## src/rtl/spi_master_ctrl.sv

```systemverilog
// spi_master_ctrl: single-clock SPI master framing {cmd,wdata} onto MOSI and capturing read data from MISO; SPI_MASTER_ABORT_EN adds abort/aborted
module spi_master_ctrl #(
   parameter int TURNAROUND = 2,
   parameter int GAP_CYCLES = 1
) (
   input  logic       clk,
   input  logic       rst_n,
   input  logic       start,
   input  logic [1:0] cmd,
   input  logic [7:0] wdata,
`ifdef SPI_MASTER_ABORT_EN
   input  logic       abort,
   output logic       aborted,
`endif
   output logic       busy,
   output logic       done,
   output logic [7:0] rd_data,
   output logic       rd_valid,
   output logic       SS_n,
   output logic       MOSI,
   input  logic       MISO
);
   typedef enum logic [2:0] {IDLE, SEL, CHK, SHIFT, TURN, RECV, DONE, GAP} state_t;
   localparam logic [3:0] TURN_LAST = 4'(TURNAROUND - 1);
   localparam logic [3:0] GAP_LAST = 4'(GAP_CYCLES - 1);
   state_t state, state_nxt;
   logic [3:0] cnt, cnt_nxt;
   logic [9:0] frame;
   logic [6:0] sreg;
   logic accept, gap_end, abort_hit;
`ifdef SPI_MASTER_ABORT_EN
   assign abort_hit = abort && state inside {SEL, CHK, SHIFT, TURN, RECV};
`else
   assign abort_hit = 1'b0;
`endif
   // next state, saturating phase counter and outputs decoded from the current state;
   // the last gap cycle already counts as idle so a held start chains frames with exactly GAP_CYCLES high cycles
   always_comb begin
      gap_end = (state == DONE && GAP_CYCLES == 1) || (state == GAP && cnt == GAP_LAST);
      busy = !(state == IDLE || gap_end);
      accept = start && !busy;
      state_nxt = state;
      case (state)
         SEL:     state_nxt = CHK;
         CHK:     state_nxt = SHIFT;
         SHIFT:   if (cnt == 4'd9) state_nxt = frame[9:8] != 2'b11 ? DONE : TURNAROUND == 0 ? RECV : TURN;
         TURN:    if (cnt == TURN_LAST) state_nxt = RECV;
         RECV:    if (cnt == 4'd7) state_nxt = DONE;
         DONE:    state_nxt = GAP_CYCLES == 1 ? IDLE : GAP;
         GAP:     if (cnt == GAP_LAST) state_nxt = IDLE;
         default: state_nxt = state;
      endcase
      if (abort_hit) state_nxt = GAP;
      if (accept) state_nxt = SEL;
      cnt_nxt = state_nxt != state ? {3'b000, state == DONE} : cnt == 4'hF ? cnt : cnt + 4'd1;
      SS_n = state inside {IDLE, DONE, GAP};
      MOSI = state == CHK ? frame[9] : state == SHIFT ? frame[4'd9 - cnt] : 1'b0;
      done = state == DONE;
      rd_valid = state == DONE && frame[9:8] == 2'b11;
   end
   // state, counter, latched request and received word
   always_ff @(posedge clk) begin
      if (!rst_n) begin
         state <= IDLE;
         cnt <= '0;
         frame <= '0;
         sreg <= '0;
         rd_data <= '0;
      end else begin
         state <= state_nxt;
         cnt <= cnt_nxt;
         if (accept) frame <= {cmd, wdata};
         if (state == RECV) sreg <= {sreg[5:0], MISO};
         if (state == RECV && state_nxt == DONE) rd_data <= {sreg, MISO};
      end
   end
`ifdef SPI_MASTER_ABORT_EN
   // one-cycle pulse in the first cycle after an abort forces SS_n high
   always_ff @(posedge clk) begin
      if (!rst_n) aborted <= 1'b0;
      else aborted <= abort_hit;
   end
`endif
endmodule

```

## config.mk

```make
export PLATFORM = sky130hd
export DESIGN_NAME = spi_master_ctrl
export DESIGN_NICKNAME = d
export VERILOG_FILES = /design/src/rtl/spi_master_ctrl.sv
export SDC_FILE = /design/constraint.sdc
export NUM_CORES = 1
export LEC_CHECK = 0
export CAP_MARGIN = 0
export CELL_PAD_IN_SITES_DETAIL_PLACEMENT = 1
export CELL_PAD_IN_SITES_GLOBAL_PLACEMENT = 2
export CORE_UTILIZATION = 35
export CTS_CLUSTER_DIAMETER = 30
export DETAILED_ROUTE_END_ITERATION = 10
export DONT_BUFFER_PORTS = 1
export PLACE_DENSITY = 0.72
export SYNTH_ARGS = -nofsm -noshare
export SYNTH_HDL_FRONTEND = slang
export SYNTH_SLANG_ARGS = --single-unit
```

## constraint.sdc

```tcl
create_clock -name clk -period 3.31 [get_ports clk]
set_input_delay 0.4965 -clock clk [delete_from_list [all_inputs] [get_ports clk]]
set_output_delay 0.4965 -clock clk [all_outputs]
set_load 0.005 [all_outputs]
```

Word-level counts from Yosys, hierarchy flattened

Cells that the tools add are included.

Flip-flop bits (word level): 32
Output and inout port bits: 13
Logic and storage cells: 50

$add $sub $neg: 2
Eq/ne operators: 16
Mux-type cells: 13
Reductions and logical operators: 11
Magnitude comparators: 1
Bitwise gates (word level): 1

Operators with widths:

| kind                                                | count |
|---|---|
| case mux 3 bit (7 select lines)                     | 1 |
| equality test 3 bit, second input constant          | 5 |
| 2-to-1 mux 3 bit                                    | 5 |
| equality test 4 bit, second input constant          | 2 |
| equality test 3 x 2 -> 1 bit, second input constant | 2 |
| < comparator 4 x 5 -> 1 bit, second input constant  | 1 |
| 2-to-1 mux 1 bit                                    | 5 |
| adder 4 x 1 -> 4 bit, second input constant         | 1 |
| binary-select mux 1 bit (select 4 bit)              | 1 |
| equality test 4 x 1 -> 1 bit, second input constant | 1 |
| equality test 4 x 3 -> 1 bit, second input constant | 1 |
| logical AND 1 bit                                   | 4 |
| logical NOT 4 bit                                   | 1 |
| inequality test 2 bit, second input constant        | 2 |
| subtractor 4 bit, first input constant              | 1 |
| equality test 3 x 1 -> 1 bit, second input constant | 1 |
| logical NOT 3 bit                                   | 1 |
| inequality test 3 bit                               | 1 |
| nonzero test 3 bit                                  | 1 |
| equality test 2 bit, second input constant          | 1 |
| logical OR 1 bit                                    | 2 |
| 2-to-1 mux 2 bit                                    | 1 |
| OR reduction 2 bit                                  | 1 |
| logical NOT 1 bit                                   | 1 |
| NOT 1 bit                                           | 1 |

Depth between registers and ports, before layout

Gate-level depths: netlist of the first run.

Depth after elaboration: 8
Depth in mapped cells: 9
Gate-level depth less buffers: 6

Worst setup path after synthesis of the first run

OpenSTA, ideal clock, no wires.

Kind: register to output
Start: reg cnt[0]
End: out busy
Data required time: 2813 ps
Path slack: 1306 ps
Arrival time: 1508 ps
Stages on the path, launching flop included: 8
Buffers on the path: 2
Cells stage by stage: dfxtp_1 buf_2 inv_1 ha_1 or3b_1 buf_2 a21o_2 and2_1

Cells in the longest elaborated chain, start to end: 5

RTL lines:

| what                   | RTL line | source |
|---|---|---|
| from (decl)            | 27       | `logic [3:0] cnt, cnt_nxt;` |
| from (signal assigned) | 71       | `cnt <= cnt_nxt;` |
| logical NOT 4 bit      | 39       | `gap_end = (state == DONE && GAP_CYCLES == 1) \|\| (state == GAP && cnt == GAP_LAST);` |
| logical AND 1 bit      | 39       |  |
| logical OR 1 bit       | 39       |  |
| logical OR 1 bit       | 40       | `busy = !(state == IDLE \|\| gap_end);` |
| logical NOT 1 bit      | 40       |  |
| to (decl)              | 15       | `output logic busy,` |

Every way passes these cells.

Worst setup path in the final report of the first run

Start: reg cnt[1]
End: out MOSI

Cells in the longest elaborated chain, start to end: 5

RTL lines:

| what                                   | RTL line | source |
|---|---|---|
| subtractor 4 bit                       | 57       | `MOSI = state == CHK ? frame[9] : state == SHIFT ? frame[4'd9 - cnt] : 1'b0;` |
| binary-select mux 1 bit (select 4 bit) | 57       |  |
| 2-to-1 mux 1 bit (not written as such) | 57       |  |
| 2-to-1 mux 1 bit (2 in series)         | 57       |  |
| to (decl)                              | 20       | `output logic MOSI,` |

Every way passes these cells. The select of a mux whose other input is x is not followed.

==> results.md, run 1 <==
Outcome:
- The run finished, with violations left.
- The final reports fail on design-rule violations.

Global route:
- The first-pass GRT wire length is 6.24 mm.
- Entering global routing, the biggest net connects 31 pins.
- The via count of the first global-routing pass is 1288.
- The number of antenna violations at the first check in global routing came to 0.
- The total congestion overflow is 0.
- Across every metal layer, demand over resource in global routing totals 16.6%.

Route:
- The average wire per standard cell is 16.5 um.
- The remaining number of nets flagged by the antenna check after routing is 0.
- Wire segments on met3 add up to 206 um in the final route.
- The detailed router finished its first iteration with 49 violations.
- The first detailed-routing pass ran for 8 iterations.
- The count of unresolved DRC violations after routing is 4.
- The met2 wire length is 1.78 mm.
- The number of vias per cell after detailed routing is 5.37.
- The met1 layer wirelength in the final routing is 1.75 mm.
- The top metal layer carrying routed signals is met4.
- The total routed wirelength is 3.77 mm.
- The routed via count is 1225.

Worst setup path:
- For the worst setup path, the data required time is 2.81 ns.
- The startpoint type of the worst setup path is a flip-flop.
- STA classifies the critical path endpoint as an output port.
- The worst setup path category is flip-flop to output port.
- Across all register-to-register paths, the minimum setup slack is 1.20 ns.
- Along the worst path, the maximum fanout reaches 7.
- The slowest cell on the critical path is mux4_1.
- Traced cell by cell, the critical path runs through mux4_1 -> mux2_2 -> o211ai_1 -> a21boi_1.
- Broken down by cell family, the worst path's largest delay share belongs to multiplexers.
- STA puts the critical path data arrival time at 1.90 ns.
- The number of buffers and inverters on the critical path is 0.
- For this run, the slowest stage of the critical path takes 0.60 ns.

Placed design:
- Including well taps, the total number of placed cells is 221.
- The count of buffers added on input and output ports is 0.
- At the end of routability-driven placement, the weighted congestion stood at 0.768.
- The detailed placement HPWL is 2.70 mm.

Pwr:
- The worst-case IR drop observed on VDD is 0.000160 V.
- Internal power comes to 631 uW.
- The net switching fraction of the power is 25.5%.
- The net switching power is 215 uW.
- Sequential cells account for 49.9% of the total power.
- Power spread over the standard cell area amounts to 484 nW/um2.
- The combinational cell fraction of total power is 11.3%.
- For this design the static power due to leakage is 0.688 nW.
- The clock network is responsible for 38.8% of the overall power.

Clock network:
- Clock-pin slew was measured on the worst setup and hold paths at 0.07 ns.
- The root buffer cell chosen for the clock tree is clkbuf_8.
- The number of buffers inserted to repair setup after CTS is 0.
- The count of H-tree levels built during CTS is 2.
- The clock passes through at most 2 buffers.
- The clock latency of the later-clocked register in the worst-skew pair is 0.28 ns.
- The clock drives 32 sinks.
- The number of gates given a new drive strength after cts is 0.
- TritonCTS built the clock tree.
- Hold repair after CTS inserted 0 buffers.
- The number of clock buffers inserted by TritonCTS is 5.

Yosys:
- The synthesized flop and latch total is 32.
- The number of synthesized flops with an enable pin is 0.
- The mean instance size in the synthesized netlist is 9.14 um2.
- For this run, the number of Yosys warnings is 0.
- The gate count of the mapped netlist is 180.
- Ranked by total cell area, the synthesized netlist is headed by dfxtp_1, nand2_1, mux2i_1.
- Among all flip-flop cells after synthesis, the most frequent one is dfxtp_1.
- The top cell type by area accounts for 38.9% of the synthesized area.
- The combined area of all synthesized cells is 1650 um2.
- Counting flops with an async set or reset pin after synthesis yields a share of 0%.
- The biggest area consumer among synthesized cells is dfxtp_1.
- The distinct cell type count of the synthesized netlist is 50.
- The number of nets in the synthesized netlist is 199.
- Of the synthesized area, sequential elements account for 38.9%.

Timing:
- The number of hold violations in the final report was 0.
- The final setup TNS is 0 ns.
- The routed design could run at a clock period as short as 2.40 ns.
- For the pin with the worst max-slew slack, the measured transition is 0.484 ns.
- The max-slew violation total from the final report came to 0.
- The top achievable clock speed is 0.416 GHz.
- Setup repair after global routing left no endpoint under its margin.
- Setup violations remaining at the end of the flow were counted as 0.
- The setup skew after layout is 0.00896 ns.
- Measured against its own limit, the worst slew margin works out to 67.5%.
- The post-route fraction of the period consumed by the critical path is 72.5%.

Job:
- The max capacitance violation total is 0.

Floorplanning:
- The initial core utilization is 37.0%.
- The die covers 4980 um2.
- The number of primary I/O pins is 27.
- The region available for standard cell placement spans 4440 um2.
- The die is 70.6 um wide.
- The die is 70.6 um tall.
- The number of rows in the core area is 24.

Cells and area:
- The filler cell count is 512.
- The area growth from synthesis to layout is 6.16%.
- The net count of the finished layout is 195.
- The number of diodes added for antenna fixing is 0.
- After the flow finishes, the layout carries non-filler instances totaling 228.
- Of the cells placed in the final design, the portion with a size suffix greater than 1 is 11.4%.

Hold path:
- The tightest min-delay check is of the input port to flip-flop type.
-- per-stage QoR --
| stage | util [%] | setup slack [ns] | hold slack, ns | power [mW] | instance area, um2 |
|---|---|---|---|---|---|
| final | 39.3 | 0.909 | 0.343 | 0.846 | 1750 |
| after global routing | 39.3 | 0.793 | 0.335 | 0.888 | 1750 |
| after CTS | 39.3 | 0.883 | 0.331 | 0.860 | 1750 |
| after detailed placement | 37.1 | 1.21 | 0.449 | 0.526 | 1650 |
| after global placement | 37.1 | 1.25 | 0.443 | 0.523 | 1650 |
| after floorplan | - | 1.31 | 0.426 | 0.514 | 1650 |
-- layer usage --
| metal | vias up | track usage, % |
|---|---|---|
| li1 | 615 | - |
| met1 | 582 | 20.6 |
| met2 | 24 | 27.1 |
| met3 | 4 | 5.41 |
| met4 | 0 | 6.00 |
| met5 | - | 0 |
-- final timing paths --
kind / startpoint / depth (start not counted) / endpoint
worst max-delay path: cnt[1] / 4 / MOSI
worst min-delay path: rst_n / 1 / state[2]
worst max register to register: cnt[0] / 6 / cnt[3]
worst min register to register: frame[5] / 2 / frame[5]
-- registers in the layout, summed over array words and instances (netlist names) --
register  cells
state         3
sreg          7
cnt           4
rd_data       8
frame        10
-- power groups by stage --
stage          sequential (mW)  combinational [mW]  clock (mW)
6_report                 0.422              0.0956       0.328
5_1_grt                  0.424               0.108       0.356
4_1_cts                  0.422              0.0969       0.341
3_5_place_dp             0.431              0.0952           0
3_3_place_gp             0.430              0.0930           0
2_1_floorplan            0.416              0.0982           0
-- final cells by class --
| class | instances | area [um2] | share of cell area (%) |
|---|---|---|---|
| inverters | 5 | 18.8 | 1.07 |
| well taps | 52 | 65.1 | 3.72 |
| flip-flops and latches | 32 | 641 | 36.7 |
| clock buffers | 7 | 96.3 | 5.52 |
| repair buffers | 1 | 7.51 | 0.430 |
| multi-input cells | 131 | 918 | 52.6 |
-- cells in the final DEF (no fill, tap or decap), types with 2 or more instances in the layout --
cell	count
nand2_1	42
dfxtp_1	32
a21boi_1	11
mux2i_1	10
nor2b_1	8
a21boi_0	8
clkbuf_8	7
inv_1	5
ha_1	5
nor2_1	3
nand4_1	3
nand3_1	3
or3_1	2
xor2_1	2
a211oi_1	2
-- synth_stat cells, drive strengths merged, types with 2 or more instances --
cell / n
inv: 5
xor2: 2
nand4: 3
nand3: 3
ha: 5
a211oi: 3
dfxtp: 32
nor2: 3
nand2: 42
or3: 2
mux4: 2
buf: 9
and2: 2
mux2i: 10
nor3: 2
clkbuf: 3
nor2b: 8
a21boi: 19
-- cell families after synthesis --
family,count (synthesis),share of synthesized area (%)
compound gates,38,19.7
xor+xnor,3,1.60
fa+ha+maj,5,3.80
buf+inv,17,5.25
flops,32,38.9
mux,13,9.73
simple gates,72,21.0
(Power assumes the default switching activity.)
==> run 2, diff against run 1 <==
==> constraint.sdc (replaced) <==
create_clock -name clk -period 2.4 [get_ports clk]
set_input_delay 0.36 -clock clk [delete_from_list [all_inputs] [get_ports clk]]
set_output_delay 0.36 -clock clk [all_outputs]
set_load 0.005 [all_outputs]
==> run 2 against run 1 <==
Compared with the run above: die area unchanged; clock power rose by 28%; the run still ends with design-rule violations left; via count increased by 2.8%; worst setup slack lost 0.74 ns; clock-buffer cell count rose by 1.
==> results.md, run 2 (same netlist as run 1, synthesis figures left out) <==
Outcome:
- The flow ran to the end, but the final reports show violations.
- The final reports fail on design-rule violations.

Clock network:
- The number of gates resized after CTS was 0.
- The clock reaches the later pin of the worst-skew pair after 0.28 ns.
- The H-tree was split into 2 levels.
- The maximum buffer depth of the clock tree is 2.
- After clock tree synthesis, the flow added hold-fix buffers numbering 0.
- Clock-pin slew was measured on the worst setup and hold paths at 0.07 ns.
- The TritonCTS clock tree is done.
- Clock tree synthesis inserted a total of 5 buffers.
- Counting every sink on the clock net gives 32.
- The number of buffers inserted to repair setup after CTS is 0.
- The root buffer cell is clkbuf_8.

Worst setup path:
- The kind of end point of the critical path is an output port.
- The data required time of the critical path is 2.04 ns.
- The worst flop-to-flop path startpoint is cnt[0].
- The destination of the worst register-to-register timing path is cnt[2].
- Data arrives at the worst endpoint at 1.87 ns.
- In this run the worst path has a maximum fanout of 9.
- The worst setup path is launched from a flip-flop.
- The worst setup path category is flip-flop to output port.
- The internal reg-to-reg setup slack is 0.33 ns.
- The depth of the most critical reg-to-reg path is 6.

Hold path:
- Counting instances, the worst hold path has a depth of 1.
- In this run the most critical hold path is launched from rst_n.
- The path type of the worst min-delay path is input port to flip-flop.
- For hold timing, the worst endpoint is sreg[1].

Route:
- The total routed wirelength is 3.78 mm.
- The number of search-and-repair iterations in the first detailed-routing pass is 7.
- After detailed routing, the number of remaining DRC violations is 5.
- The number of vias per cell after detailed routing is 5.50.
- In the final routed layout, each cell accounts on average for 16.5 um.
- For this block, the initial DRC count from the detailed router was 46.
- The remaining number of nets flagged by the antenna check after routing is 0.
- The final route contains 1259 vias.

Cells and area:
- The count of placed standard cells in the final layout, fillers left out is 229.
- The filler cell count is 539.
- The flip-flop count of the largest register, all copies and words added is 10.
- The share of layout cells above drive strength 1 is 11.3%.
- The most common cell after layout, fill and taps aside is nand2_1.
- The number of diodes added for antenna fixing is 0.
- The library cells used most frequently in the layout, excluding fill and tap cells, are nand2_1, dfxtp_1, a21boi_1, mux2i_1.
- The number of nets in the final layout is 195.
- Relative to the synthesized area, the layout overhead comes to 5.86%.
- frame holds more flip-flops than any other register.
- In the final layout, the registers with the most flip-flops are frame x10, rd_data x8, sreg x7.

Timing:
- Counting I/O delays and the setup requirement, the final critical path takes 2.23 ns.
- The number of hold violations in the final report is 0.
- Static timing analysis puts the maximum clock frequency at 0.448 GHz.
- The setup skew after layout is 0.00619 ns.
- The slew at the pin closest to its max-slew limit is 0.512 ns.
- The worst slew slack as a fraction of its limit is 65.7%.
- Setup repair after global routing left no endpoint under its margin.
- In the finished design, the share of the clock period the worst path needs comes to 93.1%.
- In the post-route analysis, the smallest setup slack over all paths is 0.167 ns.
- The max-slew violation total from the final report is 0.
- Summed over all failing endpoints, the final setup total negative slack is 0 ns.
- Setup violations remaining at the end of the flow were counted as 0.

Floorplanning:
- Once the floorplan was initialized, standard cells occupied 37.0% of the core.
- The overall die height is 70.6 um.
- The full die area is 4980 um2.
- In this run the core area contains 24 standard-cell rows.
- From left edge to right edge, the die measures 70.6 um.
- For this design the top-level I/O count stands at 27.
- The total core area is 4440 um2.

Placed design:
- The number of cells in the design after placement is 221.
- The routability-driven placement congestion ratio is 0.790.
- The post-placement setup slack is 0.335 ns.
- The detailed placement HPWL is 2.76 mm.
- Input and output buffers added on the ports amount to 0.

Global route:
- The via count of the first global-routing pass came to 1280.
- The first global-routing pass estimated 6.18 mm of wire.
- For this run the aggregate overflow at the end of global routing stands at 0.
- The number of antenna violations at the first check in global routing is 0.
- The maximum number of pins on one net before global-route repair is 31.
- Global routing used 16.3% of the available tracks across all layers.

Job:
- The max capacitance violation total is 0.

Pwr:
- Dividing total power by cell area gives a power density of 652 nW/um2.
- For this design the static power due to leakage is 0.683 nW.
- The worst-case IR drop observed on VDD is 0.000317 V.
- The total design power is 1.14 mW.
run 2: power by group:
group	internal, mW	switching (mW)	total (mW)
registers	0.551	0.0300	0.581
logic	0.0634	0.0701	0.133
clock network	0.234	0.187	0.421
run 2: worst max path at each step:
stage | start | to | depth (start not counted)
2_1_floorplan | cnt[0] | busy | 7
3_3_place_gp | cnt[1] | MOSI | 4
3_5_place_dp | cnt[0] | cnt[2] | 6
4_1_cts | cnt[1] | MOSI | 4
5_1_grt | cnt[0] | busy | 5
6_report | cnt[0] | busy | 5
run 2: stage by stage:
step | hold slack [ns] | area, um2 | util (%)
after floorplan | 0.426 | 1650 | -
after global placement | 0.442 | 1650 | 37.1
after detailed placement | 0.446 | 1650 | 37.1
after CTS | 0.205 | 1740 | 39.2
after global routing | 0.202 | 1740 | 39.2
final | 0.216 | 1740 | 39.2
run 2: worst max-delay path, stage by stage, from the launching register on:
cell and delay, ns:
dfxtp_1 0.41, inv_1 0.14, ha_1 0.14, or3b_1 0.45, a21o_2 0.29, and2_1 0.16
run 2: layer usage:
metal | vias to the layer above | wire, um | track usage (%)
li1 | 616 | - | -
met1 | 615 | 1720 | 19.4
met2 | 26 | 1840 | 27.6
met3 | 2 | 202 | 5.84
met4 | 0 | 21 | 5.33
met5 | - | 0 | 0
run 2: area by class of cell:
class	count	area (um2)	share of cell area [%]
Timing Repair Buffer	1	7.51	0.431
Clock buffer	8	90.1	5.17
Multi-Input combinational cell	131	918	52.7
Inverter	5	18.8	1.08
Sequential cell	32	642	36.9
Tap cell	52	65.1	3.74
